==> config.mk <==
export PLATFORM = sky130hd
export DESIGN_NAME = audio_out_streamer_flat
export DESIGN_NICKNAME = d
export VERILOG_FILES = /design/src/rtl/audio_out_streamer_if.sv /design/src/rtl/audio_out_streamer.sv /design/src/flat_wrapper.sv
export SDC_FILE = /design/constraint.sdc
export NUM_CORES = 1
export LEC_CHECK = 0
export ABC_AREA = 1
export CAP_MARGIN = 20
export CORE_MARGIN = 4
export CORE_UTILIZATION = 40
export CTS_CLUSTER_SIZE = 25
export DETAILED_ROUTE_END_ITERATION = 10
export PLACE_DENSITY = 0.64
export RECOVER_POWER = 100
export SYNTH_ARGS = -nofsm -noshare
export SYNTH_HDL_FRONTEND = slang
export SYNTH_SLANG_ARGS = --single-unit
==> constraint.sdc <==
create_clock -name clkFPGA -period 6.6 [get_ports clkFPGA]
set_input_delay 1.32 -clock clkFPGA [delete_from_list [all_inputs] [get_ports clkFPGA]]
set_output_delay 1.32 -clock clkFPGA [all_outputs]
set_load 0.05 [all_outputs]
==> src/rtl/audio_out_streamer_if.sv <==
// Datapath-to-streamer bus: sample write strobe, end-of-stream, status flags and
// the three-wire serial link toward the DAC.
interface audio_out_streamer_if #(parameter int DATA_W = 11);
  logic [DATA_W-1:0] sample_in;
  logic              sample_valid;
  logic              finish_in;
  logic              stall;
  logic              overflow;
  logic              sclk;
  logic              fs;
  logic              sdata;
  logic              done;

  modport master (output sample_in, sample_valid, finish_in,
                  input  stall, overflow, sclk, fs, sdata, done);
  modport slave  (input  sample_in, sample_valid, finish_in,
                  output stall, overflow, sclk, fs, sdata, done);
endinterface

==> src/rtl/audio_out_streamer.sv <==
// Buffers processed audio samples in a small FIFO and shifts them out MSB-first
// on a bit-clock / frame-sync / data link, with back-pressure and end-of-stream.
module audio_out_streamer #(
  parameter int DATA_W  = 11,
  parameter int DEPTH   = 16,
  parameter int CLK_DIV = 4
)(
  input  logic                 clkFPGA,
  input  logic                 rst,
  audio_out_streamer_if.slave  bus
);
  localparam int CW = $clog2(DEPTH + 1);
  localparam int PW = (DEPTH > 1) ? $clog2(DEPTH) : 1;
  localparam int DW = (CLK_DIV > 1) ? $clog2(CLK_DIV) : 1;
  localparam int BW = (DATA_W > 1) ? $clog2(DATA_W) : 1;
  localparam logic [CW-1:0] FULL    = CW'(DEPTH);
  localparam logic [DW-1:0] DIV_MAX = DW'(CLK_DIV - 1);
  localparam logic [BW-1:0] BIT_MSB = BW'(DATA_W - 1);

  typedef enum logic {IDLE, SHIFT} state_t;

  state_t            r_state, w_state_nxt;
  logic [DATA_W-1:0] r_mem [DEPTH];
  logic [PW-1:0]     r_wptr, r_rptr;
  logic [CW-1:0]     r_count;
  logic              r_finish_pend, r_done, r_overflow;
  logic [DW-1:0]     r_div, w_div_nxt;
  logic [BW-1:0]     r_bit, w_bit_nxt;
  logic [DATA_W-1:0] r_shreg, w_shreg_nxt;
  logic              r_sclk, w_sclk_nxt;
  logic              r_fs, w_fs_nxt;
  logic              w_push, w_pop, w_full, w_nonempty;

  assign w_full     = (r_count == FULL);
  assign w_nonempty = (r_count != '0);
  // A full FIFO rejects the strobe even if the serializer pops this cycle.
  assign w_push     = bus.sample_valid && !w_full;

  assign bus.stall    = w_full;
  assign bus.overflow = r_overflow;
  assign bus.done     = r_done;
  assign bus.sclk     = r_sclk;
  assign bus.fs       = r_fs;
  assign bus.sdata    = r_shreg[DATA_W-1];

  always_ff @(posedge clkFPGA) begin
    if (w_push) r_mem[r_wptr] <= bus.sample_in;
  end

  always_ff @(posedge clkFPGA or posedge rst) begin
    if (rst) begin
      r_wptr  <= '0;
      r_rptr  <= '0;
      r_count <= '0;
    end else begin
      if (w_push) r_wptr <= r_wptr + PW'(1);
      if (w_pop)  r_rptr <= r_rptr + PW'(1);
      case ({w_push, w_pop})
        2'b10:   r_count <= r_count + CW'(1);
        2'b01:   r_count <= r_count - CW'(1);
        default: r_count <= r_count;
      endcase
    end
  end

  always_ff @(posedge clkFPGA or posedge rst) begin
    if (rst) begin
      r_state <= IDLE;
      r_div   <= '0;
      r_bit   <= '0;
      r_shreg <= '0;
      r_sclk  <= 1'b0;
      r_fs    <= 1'b0;
    end else begin
      r_state <= w_state_nxt;
      r_div   <= w_div_nxt;
      r_bit   <= w_bit_nxt;
      r_shreg <= w_shreg_nxt;
      r_sclk  <= w_sclk_nxt;
      r_fs    <= w_fs_nxt;
    end
  end

  // sdata is the shift register MSB, so it only moves when sclk falls.
  always_comb begin
    w_state_nxt = r_state;
    w_div_nxt   = r_div;
    w_bit_nxt   = r_bit;
    w_shreg_nxt = r_shreg;
    w_sclk_nxt  = r_sclk;
    w_fs_nxt    = r_fs;
    w_pop       = 1'b0;
    case (r_state)
      IDLE: begin
        if (w_nonempty) begin
          w_pop       = 1'b1;
          w_shreg_nxt = r_mem[r_rptr];
          w_fs_nxt    = 1'b1;
          w_sclk_nxt  = 1'b0;
          w_bit_nxt   = BIT_MSB;
          w_div_nxt   = '0;
          w_state_nxt = SHIFT;
        end
      end
      SHIFT: begin
        if (r_div != DIV_MAX) begin
          w_div_nxt = r_div + DW'(1);
        end else begin
          w_div_nxt = '0;
          if (!r_sclk) begin
            w_sclk_nxt = 1'b1;
          end else begin
            w_sclk_nxt = 1'b0;
            if (r_bit != '0) begin
              w_bit_nxt   = r_bit - BW'(1);
              w_shreg_nxt = r_shreg << 1;
              w_fs_nxt    = 1'b0;
            end else if (w_nonempty) begin
              w_pop       = 1'b1;
              w_shreg_nxt = r_mem[r_rptr];
              w_fs_nxt    = 1'b1;
              w_bit_nxt   = BIT_MSB;
            end else begin
              w_shreg_nxt = '0;
              w_fs_nxt    = 1'b0;
              w_state_nxt = IDLE;
            end
          end
        end
      end
      default: w_state_nxt = IDLE;
    endcase
  end

  always_ff @(posedge clkFPGA or posedge rst) begin
    if (rst) begin
      r_finish_pend <= 1'b0;
      r_done        <= 1'b0;
      r_overflow    <= 1'b0;
    end else begin
      r_finish_pend <= r_finish_pend | bus.finish_in;
      r_done        <= r_done | ((r_state == IDLE) && !w_nonempty && r_finish_pend);
      r_overflow    <= r_overflow | (bus.sample_valid && w_full);
    end
  end
endmodule

==> src/flat_wrapper.sv <==
// flat-port wrapper written by rule: the top's interface ports become plain ports
module audio_out_streamer_flat 
#(
  parameter int DATA_W  = 11,
  parameter int DEPTH   = 16,
  parameter int CLK_DIV = 4
)
  (clkFPGA, rst, bus_sample_in, bus_sample_valid, bus_finish_in, bus_stall, bus_overflow, bus_sclk, bus_fs, bus_sdata, bus_done);
  audio_out_streamer_if #(.DATA_W(DATA_W)) bus_i ();
  input  logic clkFPGA;
  input  logic rst;
  input wire logic [$bits(bus_i.sample_in)-1:0] bus_sample_in;
  input wire logic [$bits(bus_i.sample_valid)-1:0] bus_sample_valid;
  input wire logic [$bits(bus_i.finish_in)-1:0] bus_finish_in;
  output wire logic [$bits(bus_i.stall)-1:0] bus_stall;
  output wire logic [$bits(bus_i.overflow)-1:0] bus_overflow;
  output wire logic [$bits(bus_i.sclk)-1:0] bus_sclk;
  output wire logic [$bits(bus_i.fs)-1:0] bus_fs;
  output wire logic [$bits(bus_i.sdata)-1:0] bus_sdata;
  output wire logic [$bits(bus_i.done)-1:0] bus_done;
  assign bus_i.sample_in = bus_sample_in;
  assign bus_i.sample_valid = bus_sample_valid;
  assign bus_i.finish_in = bus_finish_in;
  assign bus_stall = bus_i.stall;
  assign bus_overflow = bus_i.overflow;
  assign bus_sclk = bus_i.sclk;
  assign bus_fs = bus_i.fs;
  assign bus_sdata = bus_i.sdata;
  assign bus_done = bus_i.done;
  audio_out_streamer #(.DATA_W(DATA_W), .DEPTH(DEPTH), .CLK_DIV(CLK_DIV)) u_core (.clkFPGA(clkFPGA), .rst(rst), .bus(bus_i));
endmodule
==> Flow_metrics.wiki, run 1 <==
{| class="wikitable"
! Metric !! Value
|-
| Number of H-tree levels || 1
|-
| Hold bufs inserted after CTS || 0
|-
| Post-CTS resize count || 0
|-
| Wire length of the first global-routing pass || roughly 32 mm
|-
| CTS tree || done
|-
| Per-cell routed wire length || about 18 um
|-
| Mean cell area of the mapped netlist || 11.0 sq um
|-
| Critical Setup Path Class || reg -> reg
|-
| Worst-case headroom to the max-slew limit || -1.30
|-
| Most used flip-flop cell after synthesis || edfxtp_1
|-
| Most repeated library cell on the critical path || nand2_1
|-
| Pin count of the biggest net entering global routing || 79
|-
| Number of warnings reported in the yosys synthesis log || 0
|-
| Insertion delay to the later sink of the worst-skew pair || 0.50 ns
|-
| Aggregate routed wire length || 20.6 mm
|-
| Sum of negative setup slack || 0 ns
|-
| Crit path cell chain || buf_4, inv_1, clkbuf_1, o21ai_0, nand3_1, nand3_1, nand2_1, nand2_1, nand2_1
|-
| Post-synth top area share || 0.582
|-
| Required time of the critical path || between 7 and 8 ns
|-
| Number of pins with negative max-slew slack in the final report || 163
|-
| Power density normalized to cell area || 311 nW/um^2
|-
| Layout Nets || between 800 and 900
|-
| Highest fanout seen on the critical path || slightly below 80
|-
| Max-capacitance violation count || 3
|-
| Slew at the pin closest to its max-slew limit || roughly 3.5 ns
|-
| Peak VDD IR || between 200 and 250 uV
|-
| Setup repair after global routing missed its margin || false
|-
| Final ANT Viol Nets || 0
|-
| Vias || 5741
|-
| Critical path data arrival time || between 4 and 5 ns
|-
| Root Driver || clkbuf_16
|-
| Worst setup skew after layout || 0.0179 ns
|-
| Cell area after synthesis || 9090 sq um
|-
| Delay contributed by the slowest stage of the critical path || 2.41 ns
|-
| Buffers added on ports || 20
|-
| Average via count per standard cell || 5.08
|-
| Worst hold-check path type || reg -> reg
|-
| Clock transition time at the flip-flop clock pins of the worst setup and hold paths || about 0.060 ns
|-
| Post-placement cell count || 1093
|-
| Final-report hold violation count || 0
|-
| Core area || 22100 sq um
|-
| Non-filler instance count after layout || 1131
|-
| Cell area after layout || slightly above 10000 sq um
|-
| Sort of element at the end of the critical path || flip-flop
|-
| Leakage dissipation || 3.95 nW
|-
| Number of buffers created by CTS || 21
|-
| Top cells by area in the synthesized netlist || edfxtp_1 (58%), dfrtp_1 (9.9%), nand2_1 (9.7%)
|-
| Number of setup violations in the final report || 0
|-
| RePlAce Congestion || 0.796
|-
| Initial antenna violation count || 0
|-
| Status || finished with violations
|-
| Number of cells on the worst reg-to-reg path || 9
|-
| Global routing usage summed across all routing layers || 0.160
|-
| Critical-path cell with the highest stage delay || clkbuf_1
|-
| Hold Crit Depth || 1
|-
| Placed standard-cell area || 9460 sq um
|-
| Via count of the first global-routing pass || 5574
|-
| Highest clock frequency the design can meet || approximately 220 MHz
|-
| Number of inserted diodes || 0
|-
| Initial Utilization || 0.411
|-
| Detail Placement HPWL || 12.8 mm
|-
| Iteration-0 DRC count of the detailed router || 529
|-
| Number of top-level pins || 21
|-
| Residual DRC count || 0
|-
| Detailed Routing Iterations Pass 1 || 5
|-
| Minimum clock period after layout || 4.56 ns
|-
| Cell variety after synth || 34
|-
| Chip height || about 160 um
|-
| Number of enable-type register cells in the synthesized netlist || 176
|-
| TritonCTS sink count || 212
|-
| Library cell occupying the most area in the post-synthesis netlist || edfxtp_1
|-
| Crit start category || flip-flop
|-
| Number of setup buffers added after CTS || 0
|-
| Post-synth ARST share || 0.170
|-
| Clock tree buffer depth || 3
|-
| Die Area || 25200 sq um
|-
| Violated checks || max-capacitance violations, max-slew violations
|-
| Register area share after synthesis || 0.681
|-
| Synthesis-to-finish area growth || 10.8%
|-
| Layout cell share with drive strength beyond 1 || 0.0576
|-
| Site Rows || 54
|-
| Fraction of the cycle the final worst path needs || 0.690
|-
| Register bit count reported by yosys || 212
|-
| Horiz. Die Dim || 159 um
|-
| Gate count of the mapped netlist || 823
|-
| Total nets after synthesis || 850
|-
| Total grt overflow || 0
|}
cell type report:
type | instances | area [sq um]
inverter | 55 | 208
fill | 1983 | 12000
timing repair buffer | 25 | 226
clock inverter | 11 | 113
clock buffer | 27 | 568
multi-input combinational | 521 | 2410
tap | 280 | 350
sequential | 212 | 6190
layer usage:
metal  wire, um  GRT usage
met5          0          0
met4        388     0.0398
met3       1250     0.0192
met2      10200      0.273
met1       8750      0.218
metrics by stage:
stage                     power [mW]  hold WS [ns]  worst slack, ns   util
after floorplan                 1.88         0.437             4.03      -
after global placement          2.00         0.443             3.22  0.428
after detailed placement        2.00         0.446             3.12  0.428
after CTS                       3.18         0.459             3.10  0.459
after global routing            3.26         0.484             1.63  0.456
final                           3.13         0.448             2.04  0.456
layout by cell type (no fill, tap or decap), types with 2 or more instances in the layout:
| master | n |
|---|---|
| nand2_1 | 238 |
| edfxtp_1 | 176 |
| nor2_1 | 87 |
| nand3_1 | 85 |
| inv_1 | 50 |
| dfrtp_1 | 35 |
| o21ai_0 | 31 |
| a21oi_1 | 25 |
| clkbuf_16 | 21 |
| dlygate4sd3_1 | 20 |
| o211ai_1 | 12 |
| ha_1 | 12 |
| xor2_1 | 9 |
| clkbuf_1 | 7 |
| inv_2 | 4 |
| clkinv_2 | 4 |
| xnor2_1 | 3 |
| nor2_2 | 2 |
| nor2_4 | 2 |
| nand2_2 | 2 |
| o21ai_1 | 2 |
| or2_2 | 2 |
| a21o_1 | 2 |
| clkbuf_8 | 2 |
| clkinv_1 | 2 |
| bufinv_16 | 2 |
| buf_4 | 2 |
cell usage after synthesis, drive strengths merged, types with 2 or more instances:
| cell type | instances |
|---|---|
| nand2 | 240 |
| edfxtp | 176 |
| nor2 | 91 |
| nand3 | 85 |
| inv | 55 |
| dfrtp | 36 |
| o21ai | 33 |
| buf | 30 |
| a21oi | 25 |
| ha | 12 |
| o211ai | 12 |
| xor2 | 10 |
| clkbuf | 5 |
| xnor2 | 3 |
| a21o | 2 |
| or2 | 2 |
flip-flops by register name (all words and copies together), names as in the netlist:
name and flops:
u_core.bus.sclk 1, u_core.bus.done 1, u_core.bus.fs 1, u_core.r_state 1, u_core.bus.overflow 1, u_core.r_div 2, u_core.r_rptr 4, u_core.r_shreg 11
u_core.r_bit 4, u_core.r_finish_pend 1, u_core.r_wptr 4, u_core.r_count 5, u_core.r_mem 176
kinds of logic (layout without fill, tap and decap cells):
kind of cell    Yosys count  after routing  share of synthesized area
compound gates           76             76                     0.0468
xor+xnor                 13             13                     0.0134
fa+ha+maj                12             12                     0.0165
buf+inv                  90            118                     0.0474
flops                   212            212                      0.681
simple gates            420            420                      0.195
worst max-delay path: cells and delay by family, from the launching register on:
family / cells / cell delay, ns
buffers and inverters: 3 / 2.80
and+or+nand+nor: 5 / 0.58
AOI/OAI and AO/OA: 1 / 0.62
DFF: 1 / 0.39
where the power goes:
group,switching (mW),leakage (nW),internal [mW]
Clock,0.490,0.334,0.689
Sequential,0.0456,2.04,1.59
Combinational,0.233,1.57,0.0819
Total,0.769,3.95,2.36
path summary, 6_finish.rpt:
check,endpoint,slack [ns],start
max,u_core.r_shreg[3]$_DFFE_PP0P_,2.04,u_core.r_rptr[0]$_DFFE_PP0P_
min,u_core.bus.overflow$_DFF_PP0_,0.45,u_core.bus.overflow$_DFF_PP0_
max reg2reg,u_core.r_shreg[3]$_DFFE_PP0P_,2.04,u_core.r_rptr[0]$_DFFE_PP0P_
min reg2reg,u_core.bus.overflow$_DFF_PP0_,0.45,u_core.bus.overflow$_DFF_PP0_
max in group asynchronous,u_core.r_rptr[0]$_DFFE_PP0P_,3.25,rst
min in group asynchronous,u_core.r_wptr[0]$_DFFE_PP0P_,2.01,rst
Power figures use the tool's default switching activity.
==> inputs of run 2 (changes only) <==
clock period = 4.37 ns   (was 6.6 ns; I/O delays follow)
==> run 2 against run 1 <==
  * The run now ends clean
  * Total power grew 51%
  * Register-to-register slack lost 0.74 ns
  * Worst hold slack better by 0.0072 ns
  * Count of clock-buffer cells in the layout rose by 4
  * Clock skew is 0.0074 ns lower
  * Worst setup slack lost 0.79 ns
  * Critical path type is now reg -> out
  * Critical endpoint is now bus_stall
  * Highest routed layer unchanged
==> Flow_metrics.wiki, run 2 (synthesis results as in run 1) <==
{| class="wikitable"
! Metric !! Value
|-
| Status || complete, no violations
|-
| Most common cell after layout, fill and taps aside || nand2_1
|-
| Clock tree buffer depth || 3
|-
| Filler cells || 1992
|-
| Flip-flop count of the largest register, all copies and words added || 176
|-
| Hold bufs inserted after CTS || 0
|-
| Wire length on met2 || between 9 and 10 mm
|-
| Number of H-tree levels || 1
|-
| Part of the power in combinational logic || 0.101
|-
| Worst-case headroom to the max-slew limit || 0.270
|-
| Sequential share of power || 0.524
|-
| TritonCTS sink count || between 200 and 250
|-
| Site Rows || 54
|-
| Buffers added on ports || 20
|-
| Total grt overflow || 0
|-
| Pin count of the biggest net entering global routing || 102
|-
| Clock transition time at the flip-flop clock pins of the worst setup and hold paths || 0.06 ns
|-
| Number of top-level pins || 21
|-
| Highest clock frequency the design can meet || 321 MHz
|-
| Post-placement cell count || 1093
|-
| Wire length of the first global-routing pass || 31.9 mm
|-
| Most used cells in the layout excluding fill and tap cells || nand2_1 (238), edfxtp_1 (176), nor2_1 (88)
|-
| Detail Placement HPWL || 12.6 mm
|-
| RePlAce Congestion || roughly 0.82
|-
| Final ANT Viol Nets || 0
|-
| Cell area after layout || 10100 sq um
|-
| Synthesis-to-finish area growth || 10.9%
|-
| Insertion delay to the later sink of the worst-skew pair || 0.50 ns
|-
| Chip height || 159 um
|-
| Layout cell share with drive strength beyond 1 || 0.0586
|-
| Post-layout util || 0.456
|-
| Power density normalized to cell area || about 470 nW/um^2
|-
| Worst setup skew after layout || around 0.011 ns
|-
| Average via count per standard cell || slightly above 5
|-
| Largest register by flop count || u_core.r_mem
|-
| Vias || 5771
|-
| Total net switching power || 1.14 mW
|-
| Peak VDD IR || 348 uV
|-
| Switching portion of total power || 0.242
|-
| Number of inserted diodes || 0
|-
| Number of setup violations in the final report || 0
|-
| CTS tree || done
|-
| Layout Nets || approximately 860
|-
| Aggregate routed wire length || 20.4 mm
|-
| Detailed Routing Iterations Pass 1 || 5
|-
| Slew at the pin closest to its max-slew limit || approximately 1.1 ns
|-
| Clock share of power || 0.375
|-
| Die Area || 25200 sq um
|-
| Sum of negative setup slack || 0 ns
|-
| Initial antenna violation count || 0
|-
| Highest fanout seen on the critical path || 4
|-
| Number of pins with negative max-slew slack in the final report || 0
|-
| Met1 WL || 8.73 mm
|-
| WL met3 || around 1.3 mm
|-
| Sort of element at the end of the critical path || primary output
|-
| Critical Setup Path Class || reg -> out
|-
| Final-report hold violation count || 0
|-
| Leakage dissipation || 3.96 nW
|-
| Horiz. Die Dim || 159 um
|-
| Crit start category || flip-flop
|-
| DR top layer || met4
|-
| Worst hold-check path type || reg -> reg
|-
| Global routing usage summed across all routing layers || 0.160
|-
| Internal Pwr Total || 3.58 mW
|-
| Residual DRC count || 0
|-
| Setup repair after global routing missed its margin || false
|-
| Via count of the first global-routing pass || 5690
|-
| Iteration-0 DRC count of the detailed router || 464
|-
| Placed standard-cell area || 9460 sq um
|-
| Post-CTS resize count || 0
|-
| Initial Utilization || 0.411
|-
| Core area || 22100 sq um
|-
| Number of setup buffers added after CTS || 0
|-
| Number of buffers created by CTS || 22
|-
| Required time of the critical path || 3.50 ns
|-
| Per-cell routed wire length || 18.0 um
|-
| Critical path data arrival time || 2.24 ns
|-
| Fraction of the cycle the final worst path needs || 0.712
|-
| Non-filler instance count after layout || 1133
|-
| Minimum clock period after layout || 3.11 ns
|-
| Largest registers || u_core.r_mem x176, u_core.r_shreg x11, u_core.r_count x5
|-
| Root Driver || clkbuf_16
|-
| Max-capacitance violation count || 0
|}
## run 2: layout make-up
type	instances	area [sq um]	share of cell area
Tap cell	280	350	0.0347
Clock inverter	9	66.3	0.00658
Multi-Input combinational cell	521	2410	0.239
Inverter	55	208	0.0206
Sequential cell	212	6190	0.614
Timing Repair Buffer	25	234	0.0232
Clock buffer	31	626	0.0620
## run 2: per-layer routing
layer	up-vias	global-route usage
li1	2808	-
met1	2711	0.212
met2	199	0.267
met3	53	0.0244
met4	0	0.0611
met5	-	0
## run 2: worst paths after layout
kind / startpoint / to / slack (ns) / cells after the start
worst max register to register: u_core.r_bit[0]$_DFFE_PP0P_ / u_core.r_count[4]$_DFFE_PP0P_ / 1.30 / 18
worst min-delay path: u_core.bus.done$_DFF_PP0_ / u_core.bus.done$_DFF_PP0_ / 0.46 / 1
worst max-delay path: u_core.r_count[2]$_DFFE_PP0P_ / bus_stall / 1.26 / 4
min in group asynchronous: rst / u_core.bus.sclk$_DFFE_PP0P_ / 0.92 / 2
worst min register to register: u_core.bus.done$_DFF_PP0_ / u_core.bus.done$_DFF_PP0_ / 0.46 / 1
max in group asynchronous: rst / u_core.r_rptr[0]$_DFFE_PP0P_ / 1.95 / 3
## run 2: worst max-delay path: stages (launching register included)
cell and delay (ns):
dfrtp_1 0.42, nor2_1 0.17, nand3_1 0.09, nor2_1 0.17, dlygate4sd3_1 0.91
## run 2: power by group through the flow
stage | registers, mW | logic [mW] | clock network (mW)
finish | 2.48 | 0.477 | 1.77
global route | 2.49 | 0.538 | 1.91
CTS | 2.48 | 0.511 | 1.81
detailed placement | 2.52 | 0.509 | 0
global placement | 2.52 | 0.503 | 0
floorplan | 2.52 | 0.322 | 0
## run 2: metrics by stage
| stage | hold slack (ns) | setup slack (ns) | power, mW |
|---|---|---|---|
| 2_1_floorplan | 0.437 | 1.87 | 2.84 |
| 3_3_place_gp | 0.442 | 1.40 | 3.02 |
| 3_5_place_dp | 0.451 | 1.38 | 3.03 |
| 4_1_cts | 0.465 | 1.33 | 4.80 |
| 5_1_grt | 0.481 | 0.859 | 4.94 |
| 6_report | 0.455 | 1.26 | 4.73 |
==> inputs of run 3 (changes only) <==
PLACE_DENSITY = 0.67   (was 0.64)
clock period = 2.7 ns   (was 4.37 ns; I/O delays follow)
==> run 3 against run 2 <==
  * Routed wire length shrank 7.7%
  * Largest cell class unchanged
  * Clock skew shrank 0.0017 ns
  * Critical endpoint unchanged
  * Global-route usage shrank 1.4 points
  * Core utilization grew 0.57 points
  * Cell area grew 1.2%
  * Die area is the same
  * Worst hold slack is essentially flat
  * Non-clock buffer count grew 22
  * Via count grew 0.35%
  * Clock power grew 58%
  * Sequential cell count is the same
==> Flow_metrics.wiki, run 3 (synthesis results as in run 1) <==
{| class="wikitable"
! Metric !! Value
|-
| Status || complete, no violations
|-
| Clock share of power || 0.369
|-
| Layout cell share with drive strength beyond 1 || 0.0873
|-
| Power density normalized to cell area || roughly 740 nW/um^2
|-
| Vias || about 5800
|-
| Peak VDD IR || about 580 uV
|-
| Sequential share of power || 0.527
|-
| Endpoint of the worst hold-timing path || u_core.bus.done$_DFF_PP0_
|-
| Crit start category || flip-flop
|-
| Average via count per standard cell || 5.03
|-
| Most common cell after layout, fill and taps aside || nand2_1
|-
| Global routing usage summed across all routing layers || 0.146
|-
| Number of cells on the worst reg-to-reg path || 18
|-
| Buffers added on ports || 20
|-
| Critical Setup Path Class || reg -> out
|-
| Number of buffers created by CTS || 21
|-
| Flop2flop setup slack || 0.21 ns
|-
| Number of setup violations in the final report || 0
|-
| Residual DRC count || 0
|-
| Number of H-tree levels || 1
|-
| Number of top-level pins || 21
|-
| Crit Reg-Reg Endpoint || u_core.r_count[4]$_DFFE_PP0P_
|-
| Final ANT Viol Nets || 0
|-
| Worst setup skew after layout || 0.00889 ns
|-
| Core area || 22100 sq um
|-
| Initial antenna violation count || 0
|-
| Critical-path cell with the highest stage delay || dlygate4sd2_1
|-
| Detail Placement HPWL || 11.9 mm
|-
| Highest fanout seen on the critical path || 4
|-
| Worst hold slack || 0.455 ns
|-
| Detailed Routing Iterations Pass 1 || 5
|-
| Aggregate routed wire length || 18.9 mm
|-
| Delay contributed by the slowest stage of the critical path || 0.56 ns
|-
| Insertion delay to the later sink of the worst-skew pair || 0.49 ns
|-
| Per-cell routed wire length || 16.4 um
|-
| Reg-to-Reg Start || u_core.r_bit[0]$_DFFE_PP0P_
|-
| Switching portion of total power || 0.240
|-
| Pin count of the biggest net entering global routing || between 100 and 150
|-
| Clock tree buffer depth || 3
|-
| Largest register by flop count || u_core.r_mem
|-
| Max-capacitance violation count || 0
|-
| Sort of element at the end of the critical path || primary output
|-
| CTS tree || done
|-
| Internal Pwr Total || 5.76 mW
|-
| Die Area || about 25000 sq um
|-
| Clock transition time at the flip-flop clock pins of the worst setup and hold paths || 0.06 ns
|-
| Worst min-delay path startpoint || u_core.bus.done$_DFF_PP0_
|-
| Number of pins with negative max-slew slack in the final report || 0
|-
| Total net switching power || ~1.8 mW
|-
| Most used cells in the layout excluding fill and tap cells || nand2_1 (237), edfxtp_1 (176), nor2_1 (88)
|-
| Setup repair after global routing missed its margin || false
|-
| Synthesis-to-finish area growth || 12.3%
|-
| Filler cells || a little under 2000
|-
| Final-report hold violation count || 0
|-
| Sum of negative setup slack || 0 ns
|-
| Hold Crit Depth || 1
|-
| Chip height || 159 um
|-
| Most repeated library cell on the critical path || nor2_1
|-
| Worst-case headroom to the max-slew limit || 0.272
|-
| TritonCTS sink count || 212
|-
| Crit path cell chain || nor2_1, nand3_1, nor2_1, dlygate4sd2_1
|-
| Number of setup buffers added after CTS || 0
|-
| RePlAce Congestion || 0.824
|-
| Horiz. Die Dim || 159 um
|-
| Fraction of the cycle the final worst path needs || 0.941
|-
| Slew at the pin closest to its max-slew limit || 1.09 ns
|-
| Site Rows || 54
|-
| Minimum clock period after layout || approximately 2.5 ns
|-
| Number of inserted diodes || 0
|-
| Initial Utilization || 0.411
|-
| Iteration-0 DRC count of the detailed router || 454
|-
| Wire length of the first global-routing pass || 30.0 mm
|-
| Highest clock frequency the design can meet || 393 MHz
|-
| Via count of the first global-routing pass || 5487
|-
| Flip-flop count of the largest register, all copies and words added || 176
|-
| Part of the power in combinational logic || 0.104
|-
| Largest registers || u_core.r_mem x176, u_core.r_shreg x11, u_core.r_count x5
|-
| Required time of the critical path || 2.16 ns
|-
| Total grt overflow || 0
|-
| Leakage dissipation || 4.05 nW
|-
| Critical path data arrival time || ~2 ns
|-
| Worst hold-check path type || reg -> reg
|-
| Root Driver || clkbuf_16
|-
| Layout Nets || 885
|}
-- run 3: cell count changes in the layout (fill, tap and decap cells not counted), sizes merged --
cell / change
clkbuf: +12
buf: +5
dlygate4sd3: -2
bufinv: +1
dlygate4sd2: +1
clkdlybuf4s50: +1
clkinvlp: -1
inv: +1
-- run 3: worst max path at each step --
stage	to	start	slack, ns	cells after the start
after floorplan	u_core.r_count[4]$_DFFE_PP0P_	u_core.r_count[2]$_DFFE_PP0P_	0.20	15
after global placement	u_core.r_count[4]$_DFFE_PP0P_	u_core.r_bit[0]$_DFFE_PP0P_	0.22	18
after detailed placement	u_core.r_count[4]$_DFFE_PP0P_	u_core.r_bit[0]$_DFFE_PP0P_	0.16	18
after CTS	u_core.r_count[4]$_DFFE_PP0P_	u_core.r_bit[0]$_DFFE_PP0P_	0.13	18
after global routing	u_core.r_count[4]$_DFFE_PP0P_	u_core.r_bit[0]$_DFFE_PP0P_	0.008	18
final	bus_stall	u_core.r_count[2]$_DFFE_PP0P_	0.16	4
-- run 3: cell type report --
| class | count | area [sq um] | share of cell area |
|---|---|---|---|
| multi-input combinational | 521 | 2440 | 0.239 |
| clock inverter | 10 | 103 | 0.0101 |
| inverter | 55 | 209 | 0.0205 |
| clock buffer | 26 | 554 | 0.0543 |
| timing repair buffer | 47 | 365 | 0.0358 |
| tap | 280 | 350 | 0.0343 |
| sequential | 212 | 6190 | 0.606 |
-- run 3: worst max-delay path: cells and delay by family, from the launching register on --
kind | cells | cell delay [ns]
buf+inv | 1 | 0.56
simple gates | 3 | 0.53
flops | 1 | 0.42
-- run 3: power groups by stage --
stage	combinational, mW	sequential, mW	clock (mW)
6_report	0.785	4.00	2.80
5_1_grt	0.894	4.02	2.98
4_1_cts	0.846	4.00	2.86
3_5_place_dp	0.842	4.07	0
3_3_place_gp	0.825	4.06	0
2_1_floorplan	0.522	4.07	0
-- run 3: per-layer routing --
layer	GRT usage	wire, um	vias up	share of wire
li1	-	-	2834	-
met1	0.202	8270	2761	0.44
met2	0.241	9130	176	0.48
met3	0.0213	1090	20	0.058
met4	0.0465	389	0	0.021
met5	0	0	-	0
-- run 3: metrics by stage --
stage	worst slack (ns)	area, sq um	power [mW]	utilization	std cells
final	0.158	10200	7.58	0.462	1151
after global routing	0.00850	10200	7.89	0.462	1151
after CTS	0.129	10300	7.70	0.466	1151
after detailed placement	0.163	9630	4.91	0.436	1115
after global placement	0.224	9630	4.88	0.436	1115
after floorplan	0.200	9090	4.59	-	823
-- run 3: what timing repair did --
action	CTS	global route
setup endpoints to repair	1	1
gates resized for setup	1	2
hold buffers	0	0
